## src/rtl/relogio_ctrl_if.sv

```systemverilog
// Button, carry and display-control signals between the clock datapath and its controller.
interface relogio_ctrl_if;
  logic       btn_mode_i;
  logic       btn_adj_i;
  logic       carry_seg_i;
  logic       carry_min_i;
  logic       inc_seg_o;
  logic       inc_min_o;
  logic       inc_hor_o;
  logic [1:0] mode_o;
  logic       blink_o;

  modport master (
    output btn_mode_i, btn_adj_i, carry_seg_i, carry_min_i,
    input  inc_seg_o, inc_min_o, inc_hor_o, mode_o, blink_o
  );

  modport slave (
    input  btn_mode_i, btn_adj_i, carry_seg_i, carry_min_i,
    output inc_seg_o, inc_min_o, inc_hor_o, mode_o, blink_o
  );
endinterface

```

## src/rtl/relogio_ctrl.sv

```systemverilog
// Clock mode/sequencing controller: 1 Hz tick and carry ripple in RUN,
// debounced button editing with auto-repeat and field blink in SET modes.
module relogio_deb #(
  parameter int unsigned DEB_CYC = 1000000
) (
  input  logic clk_i,
  input  logic rstn_i,
  input  logic raw_i,
  output logic lvl_o
);
  localparam int CW = $clog2(DEB_CYC + 1);

  logic [1:0]    sync;
  logic [CW-1:0] cnt;
  logic          diff;

  assign diff = (sync[1] != lvl_o);

  always_ff @(posedge clk_i or negedge rstn_i) begin
    if (!rstn_i) begin
      sync  <= '0;
      cnt   <= '0;
      lvl_o <= 1'b0;
    end else begin
      sync <= {sync[0], raw_i};
      if (diff && cnt == CW'(DEB_CYC - 1)) begin
        lvl_o <= sync[1];
        cnt   <= '0;
      end else if (diff) begin
        cnt <= cnt + CW'(1);
      end else begin
        cnt <= '0;
      end
    end
  end
endmodule

module relogio_ctrl #(
  parameter int unsigned TICK_DIV  = 50000000,
  parameter int unsigned DEB_CYC   = 1000000,
  parameter int unsigned RPT_DLY   = 25000000,
  parameter int unsigned RPT_PER   = 10000000,
  parameter int unsigned BLINK_DIV = 12500000
) (
  input  logic           clk_i,
  input  logic           rstn_i,
  relogio_ctrl_if.slave  bus
);
  typedef enum logic [1:0] {RUN = 2'd0, SET_HOR = 2'd1, SET_MIN = 2'd2, SET_SEC = 2'd3} state_t;

  localparam int NUM_BTN  = 2;
  localparam int BTN_MODE = 0;
  localparam int BTN_ADJ  = 1;
  localparam int PW = $clog2(TICK_DIV);
  localparam int RW = $clog2(RPT_DLY + 1);
  localparam int BW = $clog2(BLINK_DIV + 1);

  logic [NUM_BTN-1:0] raw, lvl, lvl_q, ev;

  state_t        state_q, state_d;
  logic [PW-1:0] pre_q, pre_d;
  logic [RW-1:0] rpt_q, rpt_d;
  logic [BW-1:0] bcnt_q, bcnt_d;
  logic          armed_q, armed_d;
  logic          blink_q, blink_d;
  logic          seg_q, seg_d, min_q, min_d, hor_q, hor_d;
  logic          mode_ev, in_set, press, rpt_fire, adj_ev;

  assign raw = {bus.btn_adj_i, bus.btn_mode_i};

  relogio_deb #(.DEB_CYC(DEB_CYC)) u_deb [NUM_BTN-1:0] (
    .clk_i  (clk_i),
    .rstn_i (rstn_i),
    .raw_i  (raw),
    .lvl_o  (lvl)
  );

  // Event is the first cycle of a new accepted-high level; releases are silent.
  assign ev = lvl & ~lvl_q;

  // Mode wins a tie, so adj activity is masked whenever mode fires.
  assign mode_ev  = ev[BTN_MODE];
  assign in_set   = (state_q != RUN);
  assign press    = in_set & ev[BTN_ADJ] & ~mode_ev;
  assign rpt_fire = in_set & armed_q & lvl[BTN_ADJ] & ~mode_ev & (rpt_q == RW'(RPT_DLY));
  assign adj_ev   = press | rpt_fire;

  always_comb begin
    state_d = state_q;
    pre_d   = '0;
    rpt_d   = '0;
    armed_d = armed_q;
    blink_d = 1'b1;
    bcnt_d  = '0;
    seg_d   = 1'b0;
    min_d   = 1'b0;
    hor_d   = 1'b0;

    if (mode_ev) begin
      case (state_q)
        RUN:     state_d = SET_HOR;
        SET_HOR: state_d = SET_MIN;
        SET_MIN: state_d = SET_SEC;
        default: state_d = RUN;
      endcase
    end

    // Repeat needs a fresh press inside the current SET state.
    if (mode_ev || !lvl[BTN_ADJ]) armed_d = 1'b0;
    else if (press)               armed_d = 1'b1;

    if (press)                                     rpt_d = RW'(1);
    else if (rpt_fire)                             rpt_d = RW'(RPT_DLY - RPT_PER + 1);
    else if (armed_q && lvl[BTN_ADJ] && !mode_ev)  rpt_d = rpt_q + RW'(1);

    case (state_q)
      RUN: begin
        seg_d = (pre_q == PW'(TICK_DIV - 1));
        min_d = bus.carry_seg_i;
        hor_d = bus.carry_min_i;
        if (!mode_ev && !seg_d) pre_d = pre_q + PW'(1);
      end
      SET_HOR: hor_d = adj_ev;
      SET_MIN: min_d = adj_ev;
      default: seg_d = adj_ev;
    endcase

    // Any state entry or adjustment restarts the blink phase visible.
    if (in_set && !mode_ev && !adj_ev) begin
      if (bcnt_q == BW'(BLINK_DIV - 1)) begin
        blink_d = ~blink_q;
      end else begin
        blink_d = blink_q;
        bcnt_d  = bcnt_q + BW'(1);
      end
    end
  end

  always_ff @(posedge clk_i or negedge rstn_i) begin
    if (!rstn_i) begin
      state_q <= RUN;
      pre_q   <= '0;
      rpt_q   <= '0;
      bcnt_q  <= '0;
      armed_q <= 1'b0;
      blink_q <= 1'b1;
      seg_q   <= 1'b0;
      min_q   <= 1'b0;
      hor_q   <= 1'b0;
      lvl_q   <= '0;
    end else begin
      state_q <= state_d;
      pre_q   <= pre_d;
      rpt_q   <= rpt_d;
      bcnt_q  <= bcnt_d;
      armed_q <= armed_d;
      blink_q <= blink_d;
      seg_q   <= seg_d;
      min_q   <= min_d;
      hor_q   <= hor_d;
      lvl_q   <= lvl;
    end
  end

  assign bus.inc_seg_o = seg_q;
  assign bus.inc_min_o = min_q;
  assign bus.inc_hor_o = hor_q;
  assign bus.mode_o    = state_q;
  assign bus.blink_o   = blink_q;
endmodule

```

## src/flat_wrapper.sv

```systemverilog
// flat-port wrapper written by rule: the top's interface ports become plain ports
module relogio_ctrl_flat 
#(
  parameter int unsigned TICK_DIV  = 50000000,
  parameter int unsigned DEB_CYC   = 1000000,
  parameter int unsigned RPT_DLY   = 25000000,
  parameter int unsigned RPT_PER   = 10000000,
  parameter int unsigned BLINK_DIV = 12500000
)
  (clk_i, rstn_i, bus_btn_mode_i, bus_btn_adj_i, bus_carry_seg_i, bus_carry_min_i, bus_inc_seg_o, bus_inc_min_o, bus_inc_hor_o, bus_mode_o, bus_blink_o);
  relogio_ctrl_if bus_i ();
  input  logic clk_i;
  input  logic rstn_i;
  input wire logic [$bits(bus_i.btn_mode_i)-1:0] bus_btn_mode_i;
  input wire logic [$bits(bus_i.btn_adj_i)-1:0] bus_btn_adj_i;
  input wire logic [$bits(bus_i.carry_seg_i)-1:0] bus_carry_seg_i;
  input wire logic [$bits(bus_i.carry_min_i)-1:0] bus_carry_min_i;
  output wire logic [$bits(bus_i.inc_seg_o)-1:0] bus_inc_seg_o;
  output wire logic [$bits(bus_i.inc_min_o)-1:0] bus_inc_min_o;
  output wire logic [$bits(bus_i.inc_hor_o)-1:0] bus_inc_hor_o;
  output wire logic [$bits(bus_i.mode_o)-1:0] bus_mode_o;
  output wire logic [$bits(bus_i.blink_o)-1:0] bus_blink_o;
  assign bus_i.btn_mode_i = bus_btn_mode_i;
  assign bus_i.btn_adj_i = bus_btn_adj_i;
  assign bus_i.carry_seg_i = bus_carry_seg_i;
  assign bus_i.carry_min_i = bus_carry_min_i;
  assign bus_inc_seg_o = bus_i.inc_seg_o;
  assign bus_inc_min_o = bus_i.inc_min_o;
  assign bus_inc_hor_o = bus_i.inc_hor_o;
  assign bus_mode_o = bus_i.mode_o;
  assign bus_blink_o = bus_i.blink_o;
  relogio_ctrl #(.TICK_DIV(TICK_DIV), .DEB_CYC(DEB_CYC), .RPT_DLY(RPT_DLY), .RPT_PER(RPT_PER), .BLINK_DIV(BLINK_DIV)) u_core (.clk_i(clk_i), .rstn_i(rstn_i), .bus(bus_i));
endmodule
```

## config.mk

```make
export PLATFORM = sky130hd
export DESIGN_NAME = relogio_ctrl_flat
export DESIGN_NICKNAME = d
export VERILOG_FILES = /design/src/rtl/relogio_ctrl_if.sv /design/src/rtl/relogio_ctrl.sv /design/src/flat_wrapper.sv
export SDC_FILE = /design/constraint.sdc
export NUM_CORES = 1
export LEC_CHECK = 0
export BUFFER_PORTS_ARGS = -buffer_cell sky130_fd_sc_hd__buf_4
export CAP_MARGIN = 20
export CORE_MARGIN = 10
export CORE_UTILIZATION = 63
export DETAILED_ROUTE_END_ITERATION = 6
export PLACE_DENSITY = 0.8
export SYNTH_ARGS = -nofsm -noshare
export SYNTH_HDL_FRONTEND = slang
export SYNTH_SLANG_ARGS = --single-unit
```

## constraint.sdc

```tcl
create_clock -name clk_i -period 2.55 [get_ports clk_i]
set_clock_uncertainty 0.1 [all_clocks]
set_input_delay 0.1275 -clock clk_i [delete_from_list [all_inputs] [get_ports clk_i]]
set_output_delay 0.1275 -clock clk_i [all_outputs]
set_load 0.005 [all_outputs]
```

# --- Yosys cells after proc, flatten, opt, wreduce, memory -nomap -nowiden ---
# Cells that the tools add are included.
classes:
  addsub: 5
  mul: 0
  div_mod_pow: 0
  magnitude_cmp: 0
  eq_ne: 10
  shift: 0
  n_mux: 19
  bitwise: 11
  reduce_logical: 16
ops:
  columns: ["op", "count"]
  rows:
  - ["$mux W20", 4]
  - ["$mux W25", 3]
  - ["$mux W26", 2]
  - ["$mux W24", 2]
  - ["$add A20 B1 Y20 const B", 2]
  - ["$eq A20 B20 Y1 const B", 2]
  - ["$add A26 B1 Y26 const B", 1]
  - ["$eq A26 B26 Y1 const B", 1]
  - ["$add A25 B1 Y25 const B", 1]
  - ["$eq A25 B25 Y1 const B", 1]
  - ["$add A24 B1 Y24 const B", 1]
  - ["$eq A24 B24 Y1 const B", 1]
  - ["$logic_and A1 B1 Y1", 7]
  - ["$and A1 B1 Y1", 6]
  - ["$pmux W1 S2", 3]
  - ["$pmux W2 S3", 1]
  - ["$logic_not A1 Y1", 4]
  - ["$mux W1", 4]
  - ["$reduce_bool A2 Y1", 2]
  - ["$and A2 B2 Y2", 1]
  - ["$eq A2 B1 Y1 const B", 1]
  - ["$eq A2 B2 Y1 const B", 1]
  - ["$logic_not A2 Y1", 1]
  - ["$ne A1 B1 Y1", 2]
  - ["6 further kinds", 7]
totals:
  reg_bits: 130
  latch_bits: 0
  mem_bits_rw: 0
  rom_bits: 0
  input_bits: 6
  n_memories: 0

# --- Depth between registers and ports, before layout ---
logic_depth:
  word_depth: 9
  mapped_depth: 10
  ltp_nobuf: 7

# --- By module ---
# Synthesis repeated with hierarchy kept, for this count alone.
unflattened:
  hier_cells: 657
  area_unflattened_um2: 6432.4
by_module_without_submodules:
  columns: ["mod", "instances", "cells_each", "area_each_um2", "seq_area_each_um2"]
  rows:
  - ["relogio_ctrl", 1, 433, 4220.3, 2103.3]
  - ["relogio_deb", 2, 112, 1106.1, 575.6]

# --- Worst setup path before layout ---
# Ideal clock, no wire load.
synth_path:
  path_kind: "register -> register"
  startpoint: "register u_core.state_q[0] (netlist: u_core.bus.mode_o[0])"
  endpoint: "register u_core.bcnt_q[5]"
  setup_time_ns: 0.119
  arrival_ns: 1.979
  required_ns: 2.331
  path_slack_ns: 0.352
  path_stages_with_launch: 10
  n_path_buf: 2
  period_less_slack_ns: 2.198
  cell_sequence: "dfrtp_1 inv_1 ha_1 buf_6 and4bb_2 nand4_1 or4_4 nand3_2 buf_6 nor2_1"
synth_between:
  elab_chain_cells: 9
synth_rtl:
  columns: ["item", "line", "text"]
  rows:
  - ["from (decl)", "relogio_ctrl.sv:60", "state_t state_q, state_d;"]
  - ["from (signal assigned)", "relogio_ctrl.sv:152", "state_q <= state_d;"]
  - ["$reduce_bool A2 Y1 *", "relogio_ctrl.sv:83", "assign in_set = (state_q != RUN);"]
  - ["$and A1 B1 Y1 (4 in a row)", "relogio_ctrl.sv:85", "assign rpt_fire = in_set & armed_q & lvl[BTN_ADJ] & ~mode_ev & (rpt_q == RW'(RPT_DLY));"]
  - ["$or A1 B1 Y1", "relogio_ctrl.sv:86", "assign adj_ev = press | rpt_fire;"]
  - ["$logic_not A1 Y1", "relogio_ctrl.sv:129", "if (in_set && !mode_ev && !adj_ev) begin"]
  - ["$logic_and A1 B1 Y1 *", "relogio_ctrl.sv:129", null]
  - ["$mux W24 *", "relogio_ctrl.sv:129", null]
  - ["net u_core.bcnt_d[5]", "relogio_ctrl.sv:63", "logic [BW-1:0] bcnt_q, bcnt_d;"]
  - ["to (signal assigned)", "relogio_ctrl.sv:155", "bcnt_q <= bcnt_d;"]
  - ["to (decl)", "relogio_ctrl.sv:63", null]
# Mark *: on every way through the listed nets, which the timed path passes. The rest lies on a longest branch.
# A chain may end at the register's enable or synchronous reset.

# --- Final worst setup path ---
layout_path:
  startpoint: "register u_core.state_q[1] (netlist: u_core.bus.mode_o[1])"
  endpoint: "register u_core.bcnt_q[22]"
# The elaborated chain is that of the path after synthesis.

==> results.yml <==
outcome:
  status: "complete, no violations"
worst_setup_path:
  timing.rr.end: "u_core.bcnt_q[22]"
  worst-path-max-fanout: 22
  critPathLaunchType: "register"
  r2r_cells: 7
  reg2reg_from: "u_core.bus.mode_o[1]"
  worstSetupPathType: "reg2reg"
  reg2reg_slack_ns: 0.18
  required_ns: 2.85
  critPathArrivalTime_ns: 2.66
  endpoint_kind: "register"
clock_tree:
  tritoncts: "yes"
  cts_root_buffer: "clkbuf_8"
  post_cts_buffers: 0
  htree_num_levels: 4
  path_clk_slew_ns: 0.06
  numCtsBuffers: 17
  cts_hold_buf: 5
  cts_sinks: 130
  max-clock-path-buffers: 2
  clk_latency_ns: 0.53
  cts_resized: 0
floorplan:
  io_pins: 12
  die_w_um: 120
  initial_core_util_pct: 64.7
  num_rows: 36
  core_region_area_um2: 9770
  die_y_um: 120
  dieArea_um2: 14400
sta:
  setup_tns_ns: 0
  min_period_over_period_pct: 92.8
  layout_min_cycle_time_ns: 2.37
  relSlewSlack_pct: 55.0
  rsz0062_at_grt: "no"
  hold_viol_final: 0
  tightest_slew_ns: 0.669
  setup_violations: 0
  maxSlewViolCount: 0
  fmax_mhz: 423
logic_synthesis:
  ys_ff_latch: 130
  yosysWarnings: 0
  ys.flop_type: "dfrtp_1"
  avgSynthCellArea_um2: 9.97
  synth_seq_area_share_pct: 51.5
  synthSimpleGateAreaFrac_pct: 27.1
  muxShareOfSynthArea_pct: 0.356
  synth_top_family_by_area: "simple AND/OR/NAND/NOR gates"
  synthAdderAreaFrac_pct: 1.98
  synthXorXnorAreaFrac_pct: 15.0
  synth_compound_area_share_pct: 1.19
  postSynth.asyncResetShare_pct: 100
  syn_area_um2: 6320
  synth.net_count: 650
  synthCells: 634
  synth_edf_count: 0
  yosys.cell_types.count: 47
routing:
  drc_errors: 0
  routed_via_density: 5.53
  vias: 4455
  wl_per_cell_um: 14.6
  drtAntennaViolNets: 0
  first_iter_violations: 417
  drtPass1Iterations: 4
  drt-total-wl_um: 11700
final_layout:
  syn2layout_area_growth_pct: 13.0
  final_util_pct: 73.1
  drive_gt1_share_pct: 9.66
  layout_commonest_cell: "nor2_1"
  layout_common_cells: "135 x nor2_1, 129 x dfrtp_1, 62 x xor2_1"
  layout.nets: 676
  antenna_cells: 0
global_route:
  grt_max_degree: 51
  grt_first_pass_wirelength_um: 20700
  grt_pass1_vias: 4437
  grt_usage_pct: 17.4
  antenna_found_initial: 0
  overflow: 0
place:
  place_congestion: 0.846
  port-buffer-count: 11
  hpwl_um: 7710
power_and_ir_drop:
  powerDensity_nw_per_um2: 622
  leakage_uw: 0.00307
  ir_worst_vdd_v: 0.000593
worst_hold_path:
  min_path_type: "in2async"
run:
  drv_cap: 0
## metal layers
| layer | vias to the layer above | routed length, um | track usage (%) |
|---|---|---|---|
| met5 | - | 0 | 0 |
| met4 | 0 | 161 | 7.62 |
| met3 | 16 | 448 | 5.44 |
| met2 | 85 | 5710 | 27.1 |
| met1 | 2168 | 5410 | 22.0 |
| li1 | 2186 | - | - |
## logic make-up after synthesis
family | count (synthesis)
AOI/OAI and AO/OA | 12
muxes | 2
and+or+nand+nor | 335
buffers and inverters | 37
DFF | 130
xor gates and xnor gates | 108
adders and majority gates | 10
## synthesized netlist by cell type (all sizes together), types with 10 or more instances
library cell | count | area share, %
and3 | 13 | 1.3
buf | 16 | 1.7
dfrtp | 129 | 51
ha | 10 | 2.0
inv | 20 | 1.2
nand2 | 39 | 2.3
nand3 | 50 | 4.0
nand4 | 30 | 3.0
nor2 | 136 | 8.1
nor3 | 12 | 0.95
nor4 | 15 | 2.3
xnor2 | 46 | 6.4
xor2 | 62 | 8.6
## critical path, cell delays in order, from the launching register on
cell      delay (ns)
dfrtp_1         0.41
inv_1           0.10
ha_1            0.20
and4bb_2        0.28
nand4_1         0.12
or4_4           0.58
nand3_2         0.33
nor2_1          0.11
## stage by stage
step	instance area, um2	worst slack (ns)	power [uW]	hold slack [ns]	instances
6_report	7140	0.184	4440	0.0318	806
5_1_grt	7140	0.0385	4600	0.0566	806
4_1_cts	7140	0.162	4480	0.0447	806
3_5_place_dp	6530	0.185	2210	0.0604	769
3_3_place_gp	6530	0.297	2210	0.0536	769
2_1_floorplan	6320	0.352	2150	-0.268	634
## registers in the layout, indices dropped and copies added (netlist names)
| signal | flops |
|---|---|
| u_core.u_deb.sync | 4 |
| u_core.bus.inc_min_o | 1 |
| u_core.u_deb.cnt | 40 |
| u_core.pre_q | 26 |
| u_core.armed_q | 1 |
| u_core.bus.blink_o | 1 |
| u_core.u_deb.lvl_o | 2 |
| u_core.bus.inc_seg_o | 1 |
| u_core.bus.mode_o | 2 |
| u_core.bus.inc_hor_o | 1 |
| u_core.lvl_q | 2 |
| u_core.bcnt_q | 24 |
| u_core.rpt_q | 25 |
## worst max-delay path by stage
stage,start,end,slack [ns],depth (start not counted)
6_report,u_core.bus.mode_o[1],u_core.bcnt_q[22],0.18,7
2_1_floorplan,u_core.bus.mode_o[0],u_core.bcnt_q[5],0.35,9
5_1_grt,u_core.bus.mode_o[1],u_core.bcnt_q[22],0.04,7
4_1_cts,u_core.bus.mode_o[0],u_core.bcnt_q[15],0.16,7
3_5_place_dp,u_core.bus.mode_o[0],u_core.bcnt_q[15],0.18,7
3_3_place_gp,u_core.bus.mode_o[0],u_core.bcnt_q[18],0.30,7
## final cells by class
type                    count  area (um2)
clock buffers              27         512
clock inverters             5        50.0
inverters                  20        75.1
repair buffers             24         205
multi-input cells         467        2880
flip-flops and latches    130        3250
well taps                 133         166
fillers                   687        2630
## where the power goes
group,switching [uW],internal (uW)
logic,59.9,28.4
clock network,826,1440
registers,9.84,2080
No activity file was read; power rests on OpenSTA's default activity.
